## src/rtl/spi_pipeline_debug_port_pkg.sv

```systemverilog
// Shared definitions for the SPI pipeline debug port: request field positions, op codes,
// FSM state encodings and the error response word.
package spi_pipeline_debug_port_pkg;

  localparam int unsigned OP_MSB = 17;
  localparam int unsigned OP_LSB = 16;
  localparam int unsigned CH_MSB = 15;
  localparam int unsigned CH_LSB = 8;
  localparam int unsigned W_MSB  = 7;
  localparam int unsigned W_LSB  = 0;

  localparam int unsigned CH_W  = CH_MSB - CH_LSB + 1;
  localparam int unsigned W_W   = W_MSB - W_LSB + 1;
  localparam int unsigned REQ_W = OP_MSB - W_LSB + 1;

  localparam int unsigned         ERR_W    = 32;
  localparam logic [ERR_W-1:0]    ERR_WORD = 32'hFFFF_FFFF;

  typedef enum logic [1:0] {
    OP_READ      = 2'b00,
    OP_SNAP      = 2'b01,
    OP_RELEASE   = 2'b10,
    OP_READ_NEXT = 2'b11
  } op_e;

  typedef enum logic [1:0] {
    ST_IDLE   = 2'd0,
    ST_DECODE = 2'd1,
    ST_FETCH  = 2'd2,
    ST_RESP   = 2'd3
  } state_e;

  typedef struct packed {
    op_e             op;
    logic [CH_W-1:0] ch;
    logic [W_W-1:0]  word;
  } req_t;

  function automatic req_t unpack_req(input logic [REQ_W-1:0] d);
    req_t r;
    r.op   = op_e'(d[OP_MSB:OP_LSB]);
    r.ch   = d[CH_MSB:CH_LSB];
    r.word = d[W_MSB:W_LSB];
    return r;
  endfunction

endpackage

```

## src/rtl/spi_dbg_word_sel.sv

```systemverilog
// Combinational (channel, word) selector over the concatenated latch bus; the last word of
// each channel is zero-padded above NB_LATCH-1. Out-of-range selects return zero.
module spi_dbg_word_sel
  import spi_pipeline_debug_port_pkg::*;
#(
  parameter int unsigned NB_BITS  = 32,
  parameter int unsigned NB_LATCH = 96,
  parameter int unsigned N_CH     = 4,
  parameter int unsigned N_WORDS  = 3
) (
  input  logic [N_CH*NB_LATCH-1:0] latch,
  input  logic [CH_W-1:0]          ch,
  input  logic [W_W-1:0]           word,
  output logic [NB_BITS-1:0]       data_c
);

  localparam int unsigned PAD_W = N_WORDS * NB_BITS;

  logic [PAD_W-1:0] padded [N_CH];

  for (genvar k = 0; k < N_CH; k++) begin : g_pad
    assign padded[k] = PAD_W'(latch[k*NB_LATCH +: NB_LATCH]);
  end

  always_comb begin
    data_c = '0;
    for (int k = 0; k < N_CH; k++) begin
      for (int w = 0; w < N_WORDS; w++) begin
        if (ch == CH_W'(k) && word == W_W'(w)) data_c = padded[k][w*NB_BITS +: NB_BITS];
      end
    end
  end

endmodule

```

## src/rtl/spi_pipeline_debug_port.sv

```systemverilog
// SPI debug read port over the pipeline latches with freezeable snapshot.
// Optional auto-increment pointer / READ_NEXT op enabled by SPI_DBG_AUTOINC_EN.
module spi_pipeline_debug_port
  import spi_pipeline_debug_port_pkg::*;
#(
  parameter int unsigned NB_BITS  = 32,
  parameter int unsigned NB_LATCH = 96,
  parameter int unsigned N_CH     = 4
) (
  input  logic                     i_clk,
  input  logic                     i_rst,
  input  logic [N_CH*NB_LATCH-1:0] i_latch,
  input  logic [NB_BITS-1:0]       i_spi_data,
  input  logic                     i_spi_valid,
  output logic [NB_BITS-1:0]       o_spi_data,
  output logic                     o_spi_valid,
  output logic                     o_busy,
  output logic                     o_frozen,
  output logic                     o_err
);

  localparam int unsigned N_WORDS  = (NB_LATCH + NB_BITS - 1) / NB_BITS;
  localparam int unsigned ERR_REP  = (NB_BITS + ERR_W - 1) / ERR_W;
  localparam logic [NB_BITS-1:0] ERR_RESP = NB_BITS'({ERR_REP{ERR_WORD}});

  state_e state_q, state_d;
  req_t   req_q;

  op_e             dec_op;
  logic [CH_W-1:0] dec_ch;
  logic [W_W-1:0]  dec_w;
  logic            dec_err;

  logic [CH_W-1:0] eff_ch;
  logic [W_W-1:0]  eff_w;
  logic            op_ok;

  logic [N_CH*NB_LATCH-1:0] snap_q;
  logic [NB_BITS-1:0]       live_word, snap_word;

  logic unused_req_hi;
  assign unused_req_hi = ^i_spi_data[NB_BITS-1:REQ_W];

  // FSM state register
  always_ff @(posedge i_clk or posedge i_rst) begin
    if (i_rst) begin
      state_q <= ST_IDLE;
      o_busy  <= 1'b0;
    end else begin
      state_q <= state_d;
      o_busy  <= (state_d != ST_IDLE);
    end
  end

  always_comb begin
    state_d = state_q;
    case (state_q)
      ST_IDLE:   if (i_spi_valid) state_d = ST_DECODE;
      ST_DECODE: state_d = ST_FETCH;
      ST_FETCH:  state_d = ST_RESP;
      ST_RESP:   state_d = ST_IDLE;
      default:   state_d = ST_IDLE;
    endcase
  end

`ifdef SPI_DBG_AUTOINC_EN
  logic [CH_W-1:0] ptr_ch_q, ptr_ch_d;
  logic [W_W-1:0]  ptr_w_q, ptr_w_d;

  // Successor of the fetched address: word-major, wrapping after the last channel
  always_comb begin
    ptr_ch_d = dec_ch;
    ptr_w_d  = dec_w + W_W'(1);
    if (dec_w == W_W'(N_WORDS - 1)) begin
      ptr_w_d  = '0;
      ptr_ch_d = (dec_ch == CH_W'(N_CH - 1)) ? '0 : dec_ch + CH_W'(1);
    end
  end
`endif

  always_comb begin
    eff_ch = req_q.ch;
    eff_w  = req_q.word;
    op_ok  = 1'b1;
`ifdef SPI_DBG_AUTOINC_EN
    if (req_q.op == OP_READ_NEXT) begin
      eff_ch = ptr_ch_q;
      eff_w  = ptr_w_q;
    end
`else
    op_ok = (req_q.op != OP_READ_NEXT);
`endif
  end

  spi_dbg_word_sel #(
    .NB_BITS (NB_BITS),
    .NB_LATCH(NB_LATCH),
    .N_CH    (N_CH),
    .N_WORDS (N_WORDS)
  ) u_live_sel (
    .latch (i_latch),
    .ch    (dec_ch),
    .word  (dec_w),
    .data_c(live_word)
  );

  spi_dbg_word_sel #(
    .NB_BITS (NB_BITS),
    .NB_LATCH(NB_LATCH),
    .N_CH    (N_CH),
    .N_WORDS (N_WORDS)
  ) u_snap_sel (
    .latch (snap_q),
    .ch    (dec_ch),
    .word  (dec_w),
    .data_c(snap_word)
  );

  // Request capture, decode stage and fetch/response datapath
  always_ff @(posedge i_clk or posedge i_rst) begin
    if (i_rst) begin
      req_q       <= '0;
      dec_op      <= OP_READ;
      dec_ch      <= '0;
      dec_w       <= '0;
      dec_err     <= 1'b0;
      snap_q      <= '0;
      o_spi_data  <= '0;
      o_spi_valid <= 1'b0;
      o_frozen    <= 1'b0;
      o_err       <= 1'b0;
`ifdef SPI_DBG_AUTOINC_EN
      ptr_ch_q    <= '0;
      ptr_w_q     <= '0;
`endif
    end else begin
      o_spi_valid <= 1'b0;
      o_err       <= 1'b0;
      if (state_q == ST_IDLE && i_spi_valid) req_q <= unpack_req(i_spi_data[REQ_W-1:0]);
      if (state_q == ST_DECODE) begin
        dec_op  <= req_q.op;
        dec_ch  <= eff_ch;
        dec_w   <= eff_w;
        dec_err <= !op_ok || (eff_ch >= CH_W'(N_CH)) || (eff_w >= W_W'(N_WORDS));
      end
      if (state_q == ST_FETCH) begin
        o_spi_valid <= 1'b1;
        if (dec_err) begin
          o_spi_data <= ERR_RESP;
          o_err      <= 1'b1;
        end else begin
          case (dec_op)
            OP_SNAP: begin
              snap_q     <= i_latch;
              o_frozen   <= 1'b1;
              o_spi_data <= '0;
`ifdef SPI_DBG_AUTOINC_EN
              ptr_ch_q   <= '0;
              ptr_w_q    <= '0;
`endif
            end
            OP_RELEASE: begin
              o_frozen   <= 1'b0;
              o_spi_data <= '0;
            end
            default: begin
              o_spi_data <= o_frozen ? snap_word : live_word;
`ifdef SPI_DBG_AUTOINC_EN
              ptr_ch_q   <= ptr_ch_d;
              ptr_w_q    <= ptr_w_d;
`endif
            end
          endcase
        end
      end
    end
  end

endmodule

```

## config.mk

```make
export PLATFORM = sky130hd
export DESIGN_NAME = spi_pipeline_debug_port
export DESIGN_NICKNAME = d
export VERILOG_FILES = /design/src/rtl/spi_pipeline_debug_port_pkg.sv /design/src/rtl/spi_dbg_word_sel.sv /design/src/rtl/spi_pipeline_debug_port.sv
export SDC_FILE = /design/constraint.sdc
export NUM_CORES = 1
export LEC_CHECK = 0
export BUFFER_PORTS_ARGS = -buffer_cell sky130_fd_sc_hd__buf_4
export CORE_MARGIN = 2
export CORE_UTILIZATION = 50
export DETAILED_ROUTE_END_ITERATION = 8
export MAX_ROUTING_LAYER = met4
export PLACE_DENSITY_LB_ADDON = 0.3
export SYNTH_ARGS = -nofsm -noshare
export SYNTH_HDL_FRONTEND = slang
export SYNTH_SLANG_ARGS = --single-unit
```

## constraint.sdc

```tcl
create_clock -name i_clk -period 16.71 [get_ports i_clk]
set_input_delay 1.671 -clock i_clk [delete_from_list [all_inputs] [get_ports i_clk]]
set_output_delay 1.671 -clock i_clk [all_outputs]
set_load 0.1 [all_outputs]
```

# == Word-level counts from Yosys, hierarchy flattened ==
# Index checks and enable logic that the tools add are counted.
# word_totals
elab_cells,85
input_bits,419
output_inout_bits,36
ff_bits,459
# classes
magnitude_cmp,2
eq_ne,11
mux,33
reduce_logical,24
n_bitwise,1
# ops
operator,n
32-bit 2-to-1 mux,27
8-bit by 2-bit equality test with 1-bit output (second input constant),3
8-bit by 1-bit equality test with 1-bit output (second input constant),2
8-bit zero test,2
1-bit logical AND,13
8-bit by 2-bit >= comparator with 1-bit output (second input constant),1
8-bit by 3-bit >= comparator with 1-bit output (second input constant),1
2-bit one-hot mux with 4 select lines,1
2-bit equality test (second input constant),3
3-bit AND reduction,2
2-bit by 1-bit equality test with 1-bit output (second input constant),2
2-bit nonzero test,2
1-bit 2-to-1 mux,3
2-bit zero test,1
1-bit logical OR,2
2-bit 2-to-1 mux,1
2-bit != test (second input constant),1
1-bit one-hot mux with 2 select lines,1
2-bit OR reduction,1
1-bit zero test,1
1-bit inverter,1

# == Logic depth before layout (Yosys ltp) ==
# depth
depth_word,17
ltp_mapped,11
mapped_depth_nobuf,9

# == Cells and area by module ==
# Synthesis repeated with hierarchy kept, for this count alone.
# unflattened
cells_unflattened,2251
hier_area_um2,24892.6
# modules_own_cells
module,area_each_um2,seq_area_each_um2,n_inst,cells_each
spi_pipeline_debug_port,17758.3,11486.0,1,1101
spi_dbg_word_sel,3567.2,0.0,2,575

# == Worst setup path before layout ==
# OpenSTA, ideal clock, no wires.
# synth_timing
path_kind,input to register
from,in i_latch[48]
to,reg o_spi_data[16]
path_buffers,0
setup_ps,87
cell_stages,7
setup_slack_ps,13775
required_time_ps,16623
arrival_ps,2848
cell_sequence,mux2i_1 -> o2bb2ai_1 -> nand2_1 -> a31o_2 -> a211o_1 -> a211o_1 -> a22oi_1
# synth_via
elab_chain_len,14
# synth_lines
item,line,text
start: declaration,spi_pipeline_debug_port.sv:12,"input logic [N_CH*NB_LATCH-1:0] i_latch,"
32-bit 2-to-1 mux (11 in a row),spi_dbg_word_sel.sv:29,if (ch == CH_W'(k) && word == W_W'(w)) data_c = padded[k][w*NB_BITS +: NB_BITS];
32-bit 2-to-1 mux,spi_pipeline_debug_port.sv:167,o_spi_data <= o_frozen ? snap_word : live_word;
32-bit 2-to-1 mux,spi_pipeline_debug_port.sv:152,case (dec_op)
32-bit 2-to-1 mux,spi_pipeline_debug_port.sv:148,if (dec_err) begin
end signal: assignment,spi_pipeline_debug_port.sv:167,
end: declaration,spi_pipeline_debug_port.sv:15,"output logic [NB_BITS-1:0] o_spi_data,"
# Every way passes these cells.
# A chain may end at the register's enable or synchronous reset.

# == Final worst setup path ==
# layout_timing
from,reg state_q[0]
to,reg snap_q[292]
# layout_via
elab_chain_len,2
# layout_lines
item,line,text
start: declaration,spi_pipeline_debug_port.sv:26,"state_e state_q, state_d;"
start signal: assignment,spi_pipeline_debug_port.sv:50,state_q <= state_d;
2-bit equality test,spi_pipeline_debug_port.sv:146,if (state_q == ST_FETCH) begin
3-bit AND reduction (no line),-,
end signal: assignment,spi_pipeline_debug_port.sv:154,snap_q <= i_latch;
end: declaration,spi_pipeline_debug_port.sv:38,logic [N_CH*NB_LATCH-1:0] snap_q;
# Every way passes these cells.

==> impl_metrics.env <==
export IMPL_status="finished clean"
export IMPL_placed_cells=2996
export IMPL_fp_row_count=79
export IMPL_die_x_microns=219.8
export IMPL_grt_total_usage_pct=40.96
export IMPL_syn_mean_instance_area_sq_um=11.33
export IMPL_mappedNetlistArea_sq_mm=0.02329
export IMPL_cp_max_fo=85
export IMPL_post_cts_resize_count=0
export IMPL_cts_max_level=2
export IMPL_cts_buffer_depth=3
export IMPL_fin_crit_sh_pct=30.15
export IMPL_layout_setup_ws_ns=11.67
export IMPL_final_setup_viol_count=0
export IMPL_drc_errors=0
export IMPL_first_global_vias=20120
export IMPL_worst_pin_slew_ns=1.278
export IMPL_port_buffers=440
export IMPL_yosys_register_bits=459
export IMPL_cellLeakagePower_uw=0.01228
export IMPL_antenna_found_initial=28
export IMPL_gp_congestion=0.9954
export IMPL_start_kind="register"
export IMPL_fmax_mhz=198.5
export IMPL_grt_pass1_wl_microns=138100
export IMPL_fin_setup_tns_ns=0
export IMPL_wire_per_inst_microns=31.43
export IMPL_clockRootBuffer="clkbuf_16"
export IMPL_ioPinCount=455
export IMPL_synth_nets=2480
export IMPL_critical_path_class="reg -> reg"
export IMPL_yosys_warnings=0
export IMPL_drv_cap=0
export IMPL_dieArea_sq_mm=0.04833
export IMPL_cts_hold_fix_buffers=0
export IMPL_grt_overflow=0
export IMPL_via_count=20970
export IMPL_drive_gt1_share_pct=41.47
export IMPL_core_sq_mm=0.04626
export IMPL_clkTransAtPathRegs_ns=0.06
export IMPL_synth_seq_area_share_pct=49.31
export IMPL_fin_nets=2865
export IMPL_timing_slew_headroom_pct=14.08
export IMPL_synth_async_reset_ratio_pct=100.0
export IMPL_final_max_slew_viol_count=0
export IMPL_synthCells=2056
export IMPL_cts_setup_buffers=0
export IMPL_dr_pass1_iters=7
export IMPL_cts_sinks=459
export IMPL_cp_data_arrival_time_ns=5.51
export IMPL_hpwl_microns=70310
export IMPL_cts_tree="yes"
export IMPL_ir_worst_vdd_uv=125.9
export IMPL_fin_skew_ns=0.03366
export IMPL_via_per_inst=6.731
export IMPL_n_fill_cell=3791
export IMPL_grt_max_degree=101
export IMPL_ys_flop_type="dfrtp_1"
export IMPL_layout_min_cycle_time_ns=5.038
export IMPL_pwr_density_cell_mw_per_mm2=142.9
export IMPL_cts_buffers=50
export IMPL_synthToLayoutAreaGrowth_pct=24.40
export IMPL_die_h_microns=219.8
export IMPL_wl_microns=97920
export IMPL_synth_edf_count=0
export IMPL_rsz0062_at_grt="no"
export IMPL_worstSkewPairLatency_ns=0.61
export IMPL_worstSetupEndpointType="register"
export IMPL_hp_class="reg -> reg"
export IMPL_dp_slack_ns=11.31
export IMPL_synth_distinct_cells=76
export IMPL_start_util_pct=50.35
export IMPL_drtIter0Drc=3570
export IMPL_required_ns=17.18
export IMPL_final_hold_viol_count=0
export IMPL_ant_nets=0
export IMPL_instances_no_fill=3116
## through the flow
step           power (uW)  utilization, %  hold slack (ns)  area [sq um]
2_1_floorplan        2484               -           0.4444         23290
5_1_grt              4290           62.62           0.5045         28970
4_1_cts              4100           62.48           0.4845         28900
3_5_place_dp         2953           58.82           0.4695         27210
3_3_place_gp         2894           58.82           0.4629         27210
6_report             4141           62.64           0.4904         28980
## Yosys cell counts, types with 10 or more instances
| cell | n | area share, % |
|---|---|---|
| dfrtp_1 | 459 | 49 |
| mux2_2 | 413 | 20 |
| nand2_1 | 133 | 2.1 |
| clkbuf_1 | 128 | 2.1 |
| o21ai_0 | 111 | 2.4 |
| nor2_1 | 105 | 1.7 |
| a21oi_1 | 94 | 2.0 |
| a22oi_1 | 61 | 2.0 |
| mux2i_1 | 48 | 2.1 |
| a221oi_1 | 46 | 1.7 |
| o22ai_1 | 41 | 1.1 |
| a222oi_1 | 29 | 1.2 |
| nand3_1 | 27 | 0.58 |
| o221ai_1 | 23 | 0.86 |
| a31oi_1 | 22 | 0.59 |
| buf_2 | 22 | 0.47 |
| nand4_1 | 21 | 0.56 |
| inv_1 | 18 | 0.29 |
| a22o_1 | 17 | 0.64 |
| o211ai_1 | 16 | 0.52 |
| a211oi_1 | 15 | 0.48 |
| nor3_1 | 15 | 0.32 |
| buf_1 | 10 | 0.16 |
## worst paths after layout
| path | startpoint | endpoint | slack [ns] | depth (start not counted) |
|---|---|---|---|---|
| min in group asynchronous | i_rst | snap_q[290]$_DFFE_PP0P_ | 1.20 | 2 |
| setup reg to reg | state_q[0]$_DFF_PP0_ | snap_q[292]$_DFFE_PP0P_ | 11.67 | 10 |
| setup / recovery | state_q[0]$_DFF_PP0_ | snap_q[292]$_DFFE_PP0P_ | 11.67 | 10 |
| max in group asynchronous | i_rst | dec_w[0]$_DFFE_PP0N_ | 12.07 | 5 |
| hold reg to reg | eff_ch[0]$_DFFE_PP0P_ | dec_ch[0]$_DFFE_PP0N_ | 0.49 | 2 |
| hold / removal | eff_ch[0]$_DFFE_PP0P_ | dec_ch[0]$_DFFE_PP0N_ | 0.49 | 2 |
## cells in the final DEF (no fill, tap or decap), types with 8 or more instances in the layout
cell type  synthesis  routed
buf_4              5     499
nor2_1           105     103
o211ai_1          16      16
a211oi_1          15      15
o22a_1             8       8
nand4_1           21      21
clkbuf_16          0      51
dfrtp_1          459     457
a221oi_1          46      46
clkbuf_8           0      15
a22o_1            17      17
nor3_1            15      15
diode_2            0      30
o221ai_1          23      23
a21oi_1           94      94
nand2_1          133     132
o2bb2ai_1          8       8
mux2_2           413     413
or4_1              8       8
inv_1             18      17
a22oi_1           61      61
clkbuf_1         128      12
a31oi_1           22      22
a221o_1            9       9
o22ai_1           41      41
a222oi_1          29      29
o21ai_0          111     111
nand3_1           27      27
mux2i_1           48      48
and3_1             9       9
## power by group
part           switching (uW)  internal [uW]
Sequential                256           1480
Clock                     468            686
Combinational             723            527
Total                    1450           2690
## cell families (layout without fill, tap and decap cells)
group | Yosys count | in the layout | share of synthesized area (%)
other cells | 0 | 30 | 0
buf+inv | 185 | 608 | 3.212
compound gates | 567 | 567 | 17.15
mux | 461 | 461 | 22.03
simple gates | 379 | 379 | 8.031
flops | 459 | 459 | 49.31
fa+ha+maj | 5 | 5 | 0.2686
## critical path: stages (launching register included)
cell and delay, ns:
dfrtp_1 0.39, inv_1 0.08, ha_1 0.19, buf_4 0.28, clkinv_1 0.12, nor2_1 0.17
buf_4 0.28, nand2_4 0.81, buf_4 1.01, buf_4 0.99, mux2_2 0.43
## registers in the layout, indices dropped and copies added (netlist names)
name	cells
dec_ch	8
dec_err	1
dec_op	2
dec_w	8
eff_ch	8
eff_w	8
o_busy	1
o_err	1
o_frozen	1
o_spi_data	32
o_spi_valid	1
req_q	2
snap_q	384
state_q	2
## routing by layer
metal / wire length (microns) / up-vias / GRT usage [%]
li1: - / 8661 / -
met1: 37610 / 10390 / 54.72
met2: 41090 / 1663 / 55.14
met3: 15010 / 260 / 16.34
met4: 4213 / 0 / 16.71
met5: 0 / - / -
## area by class of cell
type                       instances  area (sq um)  area share [%]
antenna                           30         75.07          0.2591
clock buffer                      78          1528           5.272
clock inverter                    12         163.9          0.5657
inverter                          19         78.83          0.2720
multi-input combinational       1412         11130           38.43
sequential                       459         11490           39.66
tap                              607         759.5           2.621
timing repair buffer             499          3746           12.93
No activity file was read; power rests on OpenSTA's default activity.
